[config.mk]
export PLATFORM = sky130hd
export DESIGN_NAME = uart_loopback
export DESIGN_NICKNAME = d
export VERILOG_FILES = /design/src/rtl/uart_pkg.sv /design/src/rtl/uart_byte_rx.sv /design/src/rtl/uart_loopback.sv
export SDC_FILE = /design/constraint.sdc
export NUM_CORES = 1
export LEC_CHECK = 0
export CAP_MARGIN = 40
export CORE_MARGIN = 5
export CORE_UTILIZATION = 48
export CTS_CLUSTER_SIZE = 40
export DETAILED_ROUTE_END_ITERATION = 8
export MAX_ROUTING_LAYER = met4
export PLACE_DENSITY = 0.7
export SLEW_MARGIN = 20
export SYNTH_ARGS = -nofsm -noshare
export SYNTH_HDL_FRONTEND = slang
export SYNTH_SLANG_ARGS = --single-unit
export TNS_END_PERCENT = 20
[constraint.sdc]
create_clock -name clk -period 2.81 [get_ports clk]
set_input_delay 0.4215 -clock clk [delete_from_list [all_inputs] [get_ports clk]]
set_output_delay 0.4215 -clock clk [all_outputs]
set_load 0.01 [all_outputs]
[src/rtl/uart_pkg.sv]
// rtl/uart_pkg.sv - timing defaults, bit-period helpers and FSM state types for the UART echo path
package uart_pkg;

  localparam int unsigned DEF_CLK_FREQ = 50_000_000;
  localparam int unsigned DEF_BAUD     = 115_200;

  function automatic int unsigned bit_cyc(input int unsigned clk_freq, input int unsigned baud);
    return clk_freq / baud;
  endfunction

  function automatic int unsigned half_cyc(input int unsigned clk_freq, input int unsigned baud);
    return bit_cyc(clk_freq, baud) / 2;
  endfunction

  // RX_BREAK holds off re-arming after a bad stop bit until the line returns high
  typedef enum logic [2:0] {RX_IDLE, RX_START, RX_DATA, RX_STOP, RX_BREAK} rx_state_t;
  typedef enum logic [1:0] {TX_IDLE, TX_START, TX_DATA, TX_STOP} tx_state_t;

endpackage

[src/rtl/uart_byte_rx.sv]
// rtl/uart_byte_rx.sv - 8N1 byte receiver: input synchronizer, mid-bit sampling FSM, byte/valid/frame-error outputs
module uart_byte_rx
  import uart_pkg::*;
#(
  parameter int unsigned CLK_FREQ = DEF_CLK_FREQ,
  parameter int unsigned BAUD     = DEF_BAUD
) (
  input  logic       clk,
  input  logic       rst_n,
  input  logic       i_rx,
  output logic [7:0] o_data,
  output logic       o_valid,
  output logic       o_frame_err
);

  localparam int unsigned BIT_CYC  = bit_cyc(CLK_FREQ, BAUD);
  localparam int unsigned HALF_CYC = half_cyc(CLK_FREQ, BAUD);
  localparam int          CW       = $clog2(BIT_CYC);
  localparam logic [CW-1:0] BIT_LAST  = CW'(BIT_CYC - 1);
  localparam logic [CW-1:0] HALF_LAST = CW'(HALF_CYC - 1);

  rx_state_t     state_q, state_d;
  logic [CW-1:0] cnt_q, cnt_d;
  logic [2:0]    idx_q, idx_d;
  logic [7:0]    shift_q, shift_d, data_q, data_d;
  logic          valid_q, valid_d, ferr_q, ferr_d;
  logic          sync1_q, sync2_q, prev_q;

  always_ff @(posedge clk) begin
    if (!rst_n) begin
      sync1_q <= 1'b1;
      sync2_q <= 1'b1;
      prev_q  <= 1'b1;
      state_q <= RX_IDLE;
      cnt_q   <= '0;
      idx_q   <= '0;
      shift_q <= '0;
      data_q  <= '0;
      valid_q <= 1'b0;
      ferr_q  <= 1'b0;
    end else begin
      sync1_q <= i_rx;
      sync2_q <= sync1_q;
      prev_q  <= sync2_q;
      state_q <= state_d;
      cnt_q   <= cnt_d;
      idx_q   <= idx_d;
      shift_q <= shift_d;
      data_q  <= data_d;
      valid_q <= valid_d;
      ferr_q  <= ferr_d;
    end
  end

  always_comb begin
    state_d = state_q;
    cnt_d   = cnt_q + 1'b1;
    idx_d   = idx_q;
    shift_d = shift_q;
    data_d  = data_q;
    valid_d = 1'b0;
    ferr_d  = 1'b0;
    unique case (state_q)
      RX_IDLE: begin
        cnt_d = '0;
        if (prev_q && !sync2_q) state_d = RX_START;
      end
      RX_START: if (cnt_q == HALF_LAST) begin
        cnt_d   = '0;
        idx_d   = '0;
        state_d = sync2_q ? RX_IDLE : RX_DATA;
      end
      RX_DATA: if (cnt_q == BIT_LAST) begin
        cnt_d   = '0;
        shift_d = {sync2_q, shift_q[7:1]};
        idx_d   = idx_q + 1'b1;
        if (idx_q == 3'd7) state_d = RX_STOP;
      end
      RX_STOP: if (cnt_q == BIT_LAST) begin
        cnt_d = '0;
        if (sync2_q) begin
          data_d  = shift_q;
          valid_d = 1'b1;
          state_d = RX_IDLE;
        end else begin
          ferr_d  = 1'b1;
          state_d = RX_BREAK;
        end
      end
      RX_BREAK: begin
        cnt_d = '0;
        if (sync2_q) state_d = RX_IDLE;
      end
      default: state_d = RX_IDLE;
    endcase
  end

  assign o_data      = data_q;
  assign o_valid     = valid_q;
  assign o_frame_err = ferr_q;

endmodule

[src/rtl/uart_loopback.sv]
// rtl/uart_loopback.sv - UART echo: received bytes queue in a small FIFO and are retransmitted unchanged
module uart_loopback
  import uart_pkg::*;
#(
  parameter int unsigned CLK_FREQ   = DEF_CLK_FREQ,
  parameter int unsigned BAUD       = DEF_BAUD,
  parameter int unsigned FIFO_DEPTH = 4,
  parameter int unsigned TX_BAUD    = BAUD
) (
  input  logic       clk,
  input  logic       rst_n,
  input  logic       i_uart_rx,
  output logic       o_uart_tx,
  output logic [7:0] o_rx_data,
  output logic       o_rx_valid,
  output logic       o_frame_err,
  output logic       o_overflow,
  output logic       o_tx_busy
);

  localparam int unsigned TX_BIT_CYC = bit_cyc(CLK_FREQ, TX_BAUD);
  localparam int          TCW        = $clog2(TX_BIT_CYC);
  localparam logic [TCW-1:0] TX_BIT_LAST = TCW'(TX_BIT_CYC - 1);
  localparam int          AW         = $clog2(FIFO_DEPTH);
  localparam int          AW1        = AW + 1;
  localparam logic [AW:0] FIFO_FULL  = AW1'(FIFO_DEPTH);

  uart_byte_rx #(.CLK_FREQ(CLK_FREQ), .BAUD(BAUD)) u_rx (
    .clk         (clk),
    .rst_n       (rst_n),
    .i_rx        (i_uart_rx),
    .o_data      (o_rx_data),
    .o_valid     (o_rx_valid),
    .o_frame_err (o_frame_err)
  );

  logic [7:0]    mem_q [FIFO_DEPTH];
  logic [AW-1:0] wr_ptr_q, rd_ptr_q;
  logic [AW:0]   count_q;
  logic          overflow_q, full, empty, pop, accept;

  assign full   = (count_q == FIFO_FULL);
  assign empty  = (count_q == '0);
  // a pop in the same cycle frees the slot, so a full FIFO can still accept
  assign accept = o_rx_valid && (!full || pop);

  always_ff @(posedge clk) begin
    if (accept) mem_q[wr_ptr_q] <= o_rx_data;
  end

  always_ff @(posedge clk) begin
    if (!rst_n) begin
      wr_ptr_q   <= '0;
      rd_ptr_q   <= '0;
      count_q    <= '0;
      overflow_q <= 1'b0;
    end else begin
      if (accept) wr_ptr_q <= wr_ptr_q + 1'b1;
      if (pop) rd_ptr_q <= rd_ptr_q + 1'b1;
      count_q <= count_q + AW1'(accept) - AW1'(pop);
      if (o_rx_valid && !accept) overflow_q <= 1'b1;
    end
  end

  tx_state_t      tx_state_q, tx_state_d;
  logic [TCW-1:0] tx_cnt_q, tx_cnt_d;
  logic [2:0]     tx_idx_q, tx_idx_d;
  logic [7:0]     tx_shift_q, tx_shift_d;
  logic           tx_q, busy_q;

  always_comb begin
    tx_state_d = tx_state_q;
    tx_cnt_d   = tx_cnt_q + 1'b1;
    tx_idx_d   = tx_idx_q;
    tx_shift_d = tx_shift_q;
    pop        = 1'b0;
    unique case (tx_state_q)
      TX_IDLE: begin
        tx_cnt_d = '0;
        if (!empty) begin
          pop        = 1'b1;
          tx_shift_d = mem_q[rd_ptr_q];
          tx_state_d = TX_START;
        end
      end
      TX_START: if (tx_cnt_q == TX_BIT_LAST) begin
        tx_cnt_d   = '0;
        tx_idx_d   = '0;
        tx_state_d = TX_DATA;
      end
      TX_DATA: if (tx_cnt_q == TX_BIT_LAST) begin
        tx_cnt_d   = '0;
        tx_shift_d = {1'b0, tx_shift_q[7:1]};
        tx_idx_d   = tx_idx_q + 1'b1;
        if (tx_idx_q == 3'd7) tx_state_d = TX_STOP;
      end
      TX_STOP: if (tx_cnt_q == TX_BIT_LAST) begin
        tx_cnt_d = '0;
        if (!empty) begin
          pop        = 1'b1;
          tx_shift_d = mem_q[rd_ptr_q];
          tx_state_d = TX_START;
        end else begin
          tx_state_d = TX_IDLE;
        end
      end
    endcase
  end

  // line level and busy are registered from the state, trailing it by one cycle
  always_ff @(posedge clk) begin
    if (!rst_n) begin
      tx_state_q <= TX_IDLE;
      tx_cnt_q   <= '0;
      tx_idx_q   <= '0;
      tx_shift_q <= '0;
      tx_q       <= 1'b1;
      busy_q     <= 1'b0;
    end else begin
      tx_state_q <= tx_state_d;
      tx_cnt_q   <= tx_cnt_d;
      tx_idx_q   <= tx_idx_d;
      tx_shift_q <= tx_shift_d;
      tx_q       <= (tx_state_q == TX_START) ? 1'b0 :
                    (tx_state_q == TX_DATA)  ? tx_shift_q[0] : 1'b1;
      busy_q     <= (tx_state_q != TX_IDLE);
    end
  end

  assign o_uart_tx  = tx_q;
  assign o_tx_busy  = busy_q;
  assign o_overflow = overflow_q;

endmodule

==> flow_metrics.tcl <==
set metrics [dict create \
    status "completed" \
    hold_viol 0 \
    avgSynthCellArea_um2 11.28 \
    num_rows 35 \
    multiInputGateArea_mm2 0.002002 \
    start_util_pct 48.65 \
    synth_top_area_share_pct 31.62 \
    crit_path_end_kind "flip-flop" \
    final_util_pct 55.93 \
    synth_fp_nets 418 \
    root_buffer "clkbuf_8" \
    rsz0062_at_grt "no" \
    viasPerCell 5.398 \
    ctsHoldBuffers 0 \
    p_per_area_mw_per_mm2 741.9 \
    hold_start "u_rx.sync1_q$_SDFF_PN1_" \
    clk_latency_ps 360 \
    dp_hpwl_mm 5.693 \
    cts_buffer_depth 2 \
    ys.flop_type "dfxtp_1" \
    grtUsageTotal_pct 15.43 \
    whs_path_depth 1 \
    path_class "reg -> reg" \
    drv_cap 0 \
    ff2ff_setup_slack_ps 130 \
    cp_slowest_cell "or4_4" \
    ys_warn_count 0 \
    die_area_mm2 0.01125 \
    drc 0 \
    die_w_um 106.1 \
    crit_top_cell "inv_2" \
    synth_area_leaders "dfxtp_1 32%, edfxtp_1 22%, ha_1 5.9%, mux2i_1 4.5%, mux4_2 4.1%" \
    dieHeight_um 106.1 \
    gp_congestion 0.8015 \
    pin_count 16 \
    grt_pass1_vias 2917 \
    wl_per_cell_um 14.73 \
    vdd_drop_max_mv 0.2574 \
    first_iter_violations 94 \
    tns_ps 0 \
    arrival_ps 2940 \
    synthArstFlopShare_pct 0 \
    synth-seq-area-share_pct 53.30 \
    grt_pass1_wl_mm 13.66 \
    gr-total-overflow 0 \
    finClkSkew_ps 12.45 \
    drive_above_1_share_pct 16.90 \
    fin_crit_sh_pct 95.51 \
    r2r-start "tx_state_q[0]$_SDFFE_PN0P_" \
    design.core.area_mm2 0.009109 \
    slew_headroom_pct 49.29 \
    crit_chain "inv_2 > ha_4 > nand2b_1 > or4_4 > nand2_4 > inv_2 > ha_4 > inv_2 > ha_4 > inv_2 > fa_2 > xor2_1 > xnor2_1 > nor2_1" \
    mostFrequentLayoutCell "dfxtp_1" \
    crit_family "adder cells" \
    fin_crit_ps 2684 \
    synthToLayoutAreaGrowth_pct 14.96 \
    clock_sinks 102 \
    r2r-end "count_q[2]$_SDFF_PN0_" \
    timing.critical_path.buf_inv 4 \
    slew_viol_final 0 \
    htreeDepth 3 \
    worst-slew-pin-transition_ps 741.4 \
    dr.pass1.iters 6 \
    synth_edf_count 32 \
    seq_area_mm2 0.002367 \
    synth_area_mm2 0.004432 \
    grt_max_degree 23 \
    ys_types 53 \
    min_to "u_rx.sync2_q$_SDFF_PN1_" \
    cpPeakStageDelay_ps 550 \
    cp_max_fo 2 \
    tritoncts "done" \
    wirelength_mm 8.001 \
    cts_inserted_buffers 9 \
    grt_antenna_before_repair 0 \
    nets 452 \
    clk_pin_slew_ps 100 \
    ys_ff_latch 102 \
    worstSetupStartpointType "flip-flop" \
    layout_common_cells "66 x dfxtp_1, 46 x nor2_1, 32 x edfxtp_1" \
    vias 2931 \
    syn_inst 393 \
    hold_path.class "reg -> reg" \
    n_antenna_cell 0 \
    fillerInstances 793 \
    r2r_cells 14 \
    ant_nets 0 \
    p_leak_nw 1.861 \
    clock.fmax_mhz 372.6 \
    port_buffers 15 \
    worstPathRequired_ps 3060 \
    setup_viol 0 \
    yosys.area.top_type "dfxtp_1" \
    hold_ws_ps 425.1 \
]
[how the worst max path moves through the flow]
stage / start / end / slack (ps) / depth (start not counted)
after floorplan: tx_state_q[0]$_SDFFE_PN0P_ / count_q[2]$_SDFF_PN0_ / 3 / 14
after global placement: tx_state_q[0]$_SDFFE_PN0P_ / count_q[2]$_SDFF_PN0_ / 70 / 14
after detailed placement: tx_state_q[0]$_SDFFE_PN0P_ / count_q[2]$_SDFF_PN0_ / -30 / 14
after CTS: tx_cnt_q[6]$_SDFF_PP0_ / count_q[2]$_SDFF_PN0_ / 30 / 12
after global routing: tx_state_q[0]$_SDFFE_PN0P_ / count_q[2]$_SDFF_PN0_ / 30 / 14
final: tx_state_q[0]$_SDFFE_PN0P_ / count_q[2]$_SDFF_PN0_ / 130 / 14
[registers in the layout, summed over array words and instances (netlist names), 2 cells and up, named ones only]
register and count:
u_rx.shift_q 8, u_rx.o_data 8, tx_idx_q 3, tx_shift_q 8, tx_state_q 2, u_rx.idx_q 3
u_rx.state_q 3, tx_cnt_q 9, wr_ptr_q 2, mem_q 32, rd_ptr_q 2, count_q 3
u_rx.cnt_q 9
[cell usage after synthesis (7+ instances only)]
cell type,number
inv_1,17
mux4_2,8
nand3_1,15
xnor2_1,10
and2_1,8
nor2_1,46
o21ai_0,7
a311oi_1,7
clkbuf_1,8
ha_1,21
edfxtp_1,32
nand2_1,25
mux2i_1,20
a21oi_1,23
nand2b_1,7
dfxtp_1,70
nor3_1,8
[what timing repair did]
action                     CTS  global route
pin swaps                    7             2
setup buffers                2             0
setup endpoints to repair    1             1
gates resized for setup     13             2
[routing by layer]
| layer | wire length [um] | up-vias | track usage, % |
|---|---|---|---|
| met1 | 3569 | 1403 | 18.41 |
| met5 | 0 | - | - |
| met2 | 4155 | 41 | 26.23 |
| li1 | - | 1481 | - |
| met3 | 208 | 6 | 3.097 |
| met4 | 68 | 0 | 5.273 |
[through the flow]
step	instances	power, mW	instance area (um2)	setup WS (ps)
CTS	543	3.817	5084	32.86
detailed placement	525	2.798	4816	-32.22
finish	543	3.780	5095	126.0
floorplan	393	2.500	4444	3.241
global route	543	4.029	5095	29.54
global placement	525	2.758	4816	69.34
[cell type report]
type	instances	share of cell area [%]
Tap cell	111	2.726
Multi-Input combinational cell	261	39.29
Clock inverter	7	1.793
Sequential cell	102	46.46
Clock buffer	9	2.431
Inverter	17	1.252
Timing Repair Buffer	36	6.041
[cells by family after synthesis]
| family | after synthesis | share of synthesized area (%) |
|---|---|---|
| and+or+nand+nor | 141 | 17.67 |
| adders and majority gates | 22 | 6.381 |
| DFF | 102 | 53.30 |
| buffers and inverters | 30 | 2.795 |
| xor gates and xnor gates | 16 | 3.162 |
| AOI/OAI and AO/OA | 54 | 8.103 |
| muxes | 28 | 8.583 |
[report_power, final]
group          total, mW  internal (mW)  switching [mW]
clock network      0.956          0.432           0.525
logic               1.07          0.518           0.557
registers           1.75           1.63           0.118
total               3.78           2.58            1.20
(Power assumes the default switching activity.)
